$ cat src/rtl/sync_fifo_param_if.sv
// Handshake and status bundle for sync_fifo_param.
interface sync_fifo_param_if #(
    parameter int DATA_W = 8,
    parameter int ADDR_W = 2
);
    logic              clear;
    logic              write_en;
    logic [DATA_W-1:0] data_in;
    logic              read_en;
    logic [DATA_W-1:0] data_out;
    logic              data_valid;
    logic              full;
    logic              empty;
    logic              almost_full;
    logic              almost_empty;
    logic [ADDR_W:0]   count;
    logic              overflow;
    logic              underflow;

    modport master (
        output clear, write_en, data_in, read_en,
        input  data_out, data_valid, full, empty, almost_full, almost_empty,
               count, overflow, underflow
    );

    modport slave (
        input  clear, write_en, data_in, read_en,
        output data_out, data_valid, full, empty, almost_full, almost_empty,
               count, overflow, underflow
    );
endinterface

$ cat src/rtl/sync_fifo_param.sv
// Parametrised single-clock FIFO with registered or show-ahead read,
// threshold flags, occupancy count, sticky error flags and synchronous flush.
module sync_fifo_param #(
    parameter int DATA_W    = 8,
    parameter int ADDR_W    = 2,
    parameter int AFULL_TH  = 3,
    parameter int AEMPTY_TH = 1,
    parameter int FWFT      = 0
) (
    input logic              clock,
    input logic              reset_n,
    sync_fifo_param_if.slave bus
);
    localparam int              DEPTH      = 1 << ADDR_W;
    localparam logic [ADDR_W:0] AFULL_LVL  = (ADDR_W+1)'(AFULL_TH);
    localparam logic [ADDR_W:0] AEMPTY_LVL = (ADDR_W+1)'(AEMPTY_TH);

    logic [DATA_W-1:0] mem_q [DEPTH];
    logic [ADDR_W:0]   wr_ptr_q, wr_ptr_d, rd_ptr_q, rd_ptr_d, count;
    logic              overflow_q, overflow_d, underflow_q, underflow_d;
    logic              empty, full, rd_ok, wr_ok;

    // Flags come only from registered pointers, never from the requests.
    assign count = wr_ptr_q - rd_ptr_q;
    assign empty = (wr_ptr_q == rd_ptr_q);
    assign full  = (wr_ptr_q[ADDR_W] != rd_ptr_q[ADDR_W]) &&
                   (wr_ptr_q[ADDR_W-1:0] == rd_ptr_q[ADDR_W-1:0]);

    assign rd_ok = bus.read_en & ~empty & ~bus.clear;
    assign wr_ok = bus.write_en & (~full | rd_ok) & ~bus.clear;

    always_comb begin
        wr_ptr_d    = wr_ptr_q;
        rd_ptr_d    = rd_ptr_q;
        overflow_d  = overflow_q;
        underflow_d = underflow_q;
        if (bus.clear) begin
            wr_ptr_d    = '0;
            rd_ptr_d    = '0;
            overflow_d  = 1'b0;
            underflow_d = 1'b0;
        end else begin
            if (wr_ok) wr_ptr_d = wr_ptr_q + 1'b1;
            if (rd_ok) rd_ptr_d = rd_ptr_q + 1'b1;
            if (bus.write_en && !wr_ok) overflow_d  = 1'b1;
            if (bus.read_en  && !rd_ok) underflow_d = 1'b1;
        end
    end

    always_ff @(posedge clock or negedge reset_n) begin
        if (!reset_n) begin
            wr_ptr_q    <= '0;
            rd_ptr_q    <= '0;
            overflow_q  <= 1'b0;
            underflow_q <= 1'b0;
        end else begin
            wr_ptr_q    <= wr_ptr_d;
            rd_ptr_q    <= rd_ptr_d;
            overflow_q  <= overflow_d;
            underflow_q <= underflow_d;
        end
    end

    // Storage is deliberately left out of reset.
    always_ff @(posedge clock) begin
        if (wr_ok) mem_q[wr_ptr_q[ADDR_W-1:0]] <= bus.data_in;
    end

    generate
        if (FWFT == 0) begin : g_reg_read
            logic [DATA_W-1:0] data_out_q, data_out_d;
            logic              data_valid_q, data_valid_d;

            always_comb begin
                data_out_d   = data_out_q;
                data_valid_d = 1'b0;
                if (bus.clear) begin
                    data_out_d = '0;
                end else if (rd_ok) begin
                    data_out_d   = mem_q[rd_ptr_q[ADDR_W-1:0]];
                    data_valid_d = 1'b1;
                end
            end

            always_ff @(posedge clock or negedge reset_n) begin
                if (!reset_n) begin
                    data_out_q   <= '0;
                    data_valid_q <= 1'b0;
                end else begin
                    data_out_q   <= data_out_d;
                    data_valid_q <= data_valid_d;
                end
            end

            assign bus.data_out   = data_out_q;
            assign bus.data_valid = data_valid_q;
        end else begin : g_show_ahead
            // Forced to zero while empty so unwritten storage never leaks out.
            assign bus.data_out   = empty ? '0 : mem_q[rd_ptr_q[ADDR_W-1:0]];
            assign bus.data_valid = ~empty;
        end
    endgenerate

    assign bus.full         = full;
    assign bus.empty        = empty;
    assign bus.almost_full  = (count >= AFULL_LVL);
    assign bus.almost_empty = (count <= AEMPTY_LVL);
    assign bus.count        = count;
    assign bus.overflow     = overflow_q;
    assign bus.underflow    = underflow_q;
endmodule

$ cat src/flat_wrapper.sv
// flat-port wrapper written by rule: the top's interface ports become plain ports
module sync_fifo_param_flat 
#(
    parameter int DATA_W    = 8,
    parameter int ADDR_W    = 2,
    parameter int AFULL_TH  = 3,
    parameter int AEMPTY_TH = 1,
    parameter int FWFT      = 0
)
  (clock, reset_n, bus_clear, bus_write_en, bus_data_in, bus_read_en, bus_data_out, bus_data_valid, bus_full, bus_empty, bus_almost_full, bus_almost_empty, bus_count, bus_overflow, bus_underflow);
  sync_fifo_param_if #(.DATA_W(DATA_W), .ADDR_W(ADDR_W)) bus_i ();
  input logic clock;
  input logic reset_n;
  input wire logic [$bits(bus_i.clear)-1:0] bus_clear;
  input wire logic [$bits(bus_i.write_en)-1:0] bus_write_en;
  input wire logic [$bits(bus_i.data_in)-1:0] bus_data_in;
  input wire logic [$bits(bus_i.read_en)-1:0] bus_read_en;
  output wire logic [$bits(bus_i.data_out)-1:0] bus_data_out;
  output wire logic [$bits(bus_i.data_valid)-1:0] bus_data_valid;
  output wire logic [$bits(bus_i.full)-1:0] bus_full;
  output wire logic [$bits(bus_i.empty)-1:0] bus_empty;
  output wire logic [$bits(bus_i.almost_full)-1:0] bus_almost_full;
  output wire logic [$bits(bus_i.almost_empty)-1:0] bus_almost_empty;
  output wire logic [$bits(bus_i.count)-1:0] bus_count;
  output wire logic [$bits(bus_i.overflow)-1:0] bus_overflow;
  output wire logic [$bits(bus_i.underflow)-1:0] bus_underflow;
  assign bus_i.clear = bus_clear;
  assign bus_i.write_en = bus_write_en;
  assign bus_i.data_in = bus_data_in;
  assign bus_i.read_en = bus_read_en;
  assign bus_data_out = bus_i.data_out;
  assign bus_data_valid = bus_i.data_valid;
  assign bus_full = bus_i.full;
  assign bus_empty = bus_i.empty;
  assign bus_almost_full = bus_i.almost_full;
  assign bus_almost_empty = bus_i.almost_empty;
  assign bus_count = bus_i.count;
  assign bus_overflow = bus_i.overflow;
  assign bus_underflow = bus_i.underflow;
  sync_fifo_param #(.DATA_W(DATA_W), .ADDR_W(ADDR_W), .AFULL_TH(AFULL_TH), .AEMPTY_TH(AEMPTY_TH), .FWFT(FWFT)) u_core (.clock(clock), .reset_n(reset_n), .bus(bus_i));
endmodule
$ cat config.mk
export PLATFORM = sky130hd
export DESIGN_NAME = sync_fifo_param_flat
export DESIGN_NICKNAME = d
export VERILOG_FILES = /design/src/rtl/sync_fifo_param_if.sv /design/src/rtl/sync_fifo_param.sv /design/src/flat_wrapper.sv
export SDC_FILE = /design/constraint.sdc
export NUM_CORES = 1
export LEC_CHECK = 0
export CORE_AREA = 2 2 95 97
export DETAILED_ROUTE_END_ITERATION = 10
export DIE_AREA = 0 0 97 99
export PLACE_DENSITY = 0.51
export SKIP_LAST_GASP = 1
export SYNTH_ARGS = -nofsm -noshare
export SYNTH_HDL_FRONTEND = slang
export SYNTH_SLANG_ARGS = --single-unit
$ cat constraint.sdc
create_clock -name clock -period 3.5 [get_ports clock]
set_clock_uncertainty 0.2 [all_clocks]
set_input_delay 0.525 -clock clock [delete_from_list [all_inputs] [get_ports clock]]
set_output_delay 0.525 -clock clock [all_outputs]
set_load 0.03 [all_outputs]
==> results.sh <==
export IMPL_h_tree_depth=2
export IMPL_rr_worst_depth=5
export IMPL_syn_avg_cell_area_um2=16.5
export IMPL_numCtsBuffers=5
export IMPL_cts_clk_slew_worst_paths_ns=0.09
export IMPL_outcome="finished clean"
export IMPL_initial_core_util_pct=24.3
export IMPL_synth_top_family_by_area="multiplexers"
export IMPL_fin_setup_tns_ns=0
export IMPL_synth_seq_area_share_pct=66.7
export IMPL_syn_area_mm2=0.00208
export IMPL_hpwlAfterDp_um=2730
export IMPL_gr_total_overflow=0
export IMPL_crit_family="buffers and inverters"
export IMPL_syn_nets=147
export IMPL_reg2reg_to="u_core.mem_q[2][0]$_DFFE_PP_"
export IMPL_hold_start="u_core.bus.underflow$_DFFE_PN0P_"
export IMPL_place_area_mm2=0.00252
export IMPL_cap_viol_max_count=0
export IMPL_drive_above_1_share_pct=15.3
export IMPL_track_usage_pct=9.21
export IMPL_p_leak_nw=0.959
export IMPL_synthDistinctLibCells=27
export IMPL_numPortBuffers=30
export IMPL_vias=1163
export IMPL_finalCritPeriodShare_pct=90.6
export IMPL_grt_pass1_vias=1201
export IMPL_synth_simple_area_share_pct=5.84
export IMPL_cp_slowest_cell="clkdlybuf4s50_1"
export IMPL_ir_drop_mv=0.183
export IMPL_grt_pass1_wl_um=6730
export IMPL_path_class="flop to output pin"
export IMPL_ys_seq_elements=49
export IMPL_max_freq_mhz=316
export IMPL_r2r_slack_ns=0.95
export IMPL_place_gp_congestion=0.713
export IMPL_crit_chain="inv_1, ha_1, inv_1, fa_1, xnor2_1, a21o_1, clkdlybuf4s50_1"
export IMPL_first_pass_iters=4
export IMPL_grt_antenna_before_repair=0
export IMPL_routed_via_density=4.29
export IMPL_fin_crit_ns=3.17
export IMPL_synth_mux_area_share_pct=11.3
export IMPL_critPathMaxStageDelay_ns=0.66
export IMPL_yosys_area_top_type_share_pct=46.2
export IMPL_root_buffer="clkbuf_8"
export IMPL_tightest_slew_ns=0.869
export IMPL_drt_initial_drc_count=62
export IMPL_grt_max_degree=18
export IMPL_cts_max_path_buffers=2
export IMPL_cts_resized_gates=0
export IMPL_yosys_area_share_adder_pct=5.17
export IMPL_final_cell_area_mm2=0.00261
export IMPL_drv_slew=0
export IMPL_clk_latency_ns=0.29
export IMPL_synth_xor_area_share_pct=1.62
export IMPL_cp_buffers_inverters=3
export IMPL_fin_util_pct=30.5
export IMPL_drcViolationCount=0
export IMPL_hold_viol=0
export IMPL_crit_path_start_kind="flop"
export IMPL_syn2layout_area_growth_pct=25.5
export IMPL_diodes=0
export IMPL_critPathRequiredTime_ns=2.77
export IMPL_core_mm2=0.00855
export IMPL_postCtsSetupBuffers=0
export IMPL_syn_inst=126
export IMPL_wl_per_cell_um=15.2
export IMPL_synth_compound_area_share_pct=7.52
export IMPL_synthTopCellsByArea="edfxtp_1 (46%), dfrtp_1 (20%), mux4_2 (8.7%)"
export IMPL_power_density_mw_per_mm2=547
export IMPL_fin_nets=183
export IMPL_critPathMaxFanout=4
export IMPL_cp_common_cell="inv_1"
export IMPL_die_y_um=99
export IMPL_ctsHoldBuffers=0
export IMPL_holdPathStages=2
export IMPL_max_slew_margin_pct=41.9
export IMPL_end_kind="output pin"
export IMPL_route_antenna_remaining_nets=0
export IMPL_hold_path_class="flop to flop"
export IMPL_synth_top_cell_by_area="edfxtp_1"
export IMPL_core_rowCount=34
export IMPL_routed_wl_um=4110
export IMPL_tritoncts="built"
export IMPL_arrival_ns=2.44
export IMPL_pin_count=31
export IMPL_clock_sinks=49
export IMPL_setup_viol=0
export IMPL_min_to="u_core.bus.underflow$_DFFE_PN0P_"
export IMPL_die_area_mm2=0.00960
export IMPL_rsz0062_at_grt="no"
export IMPL_yosysWarnings=0
export IMPL_die_x_um=97
export IMPL_r2r_start="u_core.wr_ptr_q[0]$_DFFE_PN0P_"
==> per-layer routing <==
metal	track usage (%)	vias to the layer above	wire, µm
met1	13.0	582	1940
met4	2.60	0	34
met5	0	-	0
met2	14.0	31	1900
li1	-	545	-
met3	2.48	5	236
==> where the power goes <==
| part | switching, mW | internal [mW] | total (mW) |
|---|---|---|---|
| combinational | 0.239 | 0.184 | 0.423 |
| clock | 0.189 | 0.141 | 0.330 |
| sequential | 0.0206 | 0.655 | 0.676 |
| total | 0.449 | 0.980 | 1.43 |
==> layout make-up <==
| cell class | instances | area (µm²) |
|---|---|---|
| repair buffers | 33 | 323 |
| fillers | 845 | 5940 |
| multi-input cells | 67 | 654 |
| well taps | 108 | 135 |
| clock buffers | 5 | 68.8 |
| flip-flops and latches | 49 | 1390 |
| clock inverters | 3 | 20.0 |
| inverters | 6 | 22.5 |
==> layout by cell type, fill, tap and decap left out, types with 2 or more instances in the layout <==
master | synthesis | layout
nor2_1 | 10 | 10
clkdlybuf4s50_1 | 0 | 30
and2_1 | 5 | 5
mux4_2 | 8 | 8
dfrtp_1 | 17 | 17
a31oi_1 | 3 | 3
nor2b_1 | 3 | 3
mux2_2 | 4 | 4
inv_1 | 6 | 6
a22o_1 | 9 | 9
xnor2_1 | 2 | 2
nand2b_1 | 3 | 3
clkbuf_8 | 0 | 5
ha_1 | 7 | 7
buf_4 | 0 | 3
nand2_1 | 2 | 2
edfxtp_1 | 32 | 32
==> stage by stage <==
stage | total power [mW] | setup slack, ns | hold WS, ns | std cells
after global routing | 1.51 | 0.115 | 0.346 | 271
after CTS | 1.45 | 0.278 | 0.313 | 271
final | 1.43 | 0.331 | 0.310 | 271
after floorplan | 0.948 | 0.612 | 0.0294 | 126
after global placement | 1.12 | 0.663 | 0.287 | 263
after detailed placement | 1.12 | 0.617 | 0.289 | 263
==> flip-flops by register name (all words and copies together) (netlist names) <==
| name | cells |
|---|---|
| u_core.bus.overflow | 1 |
| u_core.wr_ptr_q | 3 |
| u_core.bus.data_valid | 1 |
| u_core.bus.data_out | 8 |
| u_core.rd_ptr_q | 3 |
| u_core.mem_q | 32 |
| u_core.bus.underflow | 1 |
==> worst max path at each step <==
| stage | to | start | slack (ns) | depth (start not counted) |
|---|---|---|---|---|
| final | bus_almost_full | u_core.wr_ptr_q[0]$_DFFE_PN0P_ | 0.33 | 7 |
| after floorplan | bus_almost_empty | u_core.rd_ptr_q[1]$_DFFE_PN0P_ | 0.61 | 5 |
| after detailed placement | bus_almost_full | u_core.wr_ptr_q[0]$_DFFE_PN0P_ | 0.62 | 7 |
| after global routing | bus_almost_full | u_core.wr_ptr_q[0]$_DFFE_PN0P_ | 0.11 | 7 |
| after CTS | bus_almost_full | u_core.wr_ptr_q[0]$_DFFE_PN0P_ | 0.28 | 7 |
| after global placement | bus_almost_full | u_core.wr_ptr_q[0]$_DFFE_PN0P_ | 0.66 | 7 |
==> worst reg2reg max path: stages (launching register included) <==
cell and delay, ns:
dfrtp_1 0.40, inv_1 0.11, ha_1 0.33, and2_1 0.23, a311oi_1 0.42, and2_1 0.50
==> synth_stat cells (all sizes together) <==
master and count:
edfxtp 32, dfrtp 17, nor2 10, a22o 9, mux4 8, ha 7, inv 6, and2 5
clkbuf 4, mux2 4, a31oi 3, nand2b 3, nor2b 3, nand2 2, xnor2 2, a21o 1
a21oi 1, a311oi 1, a41oi 1, fa 1, mux2i 1, nand3b 1, o211ai 1, o21ai 1
o22ai 1, xor2 1
==> cells by family (layout without fill, tap and decap cells) <==
family,Yosys count,after routing
buffers and inverters,10,47
xor gates and xnor gates,3,3
muxes,13,13
adders and majority gates,8,8
and+or+nand+nor,24,24
AOI/OAI and AO/OA,19,19
DFF,49,49
Note: power is estimated with default switching activity, not from simulation.
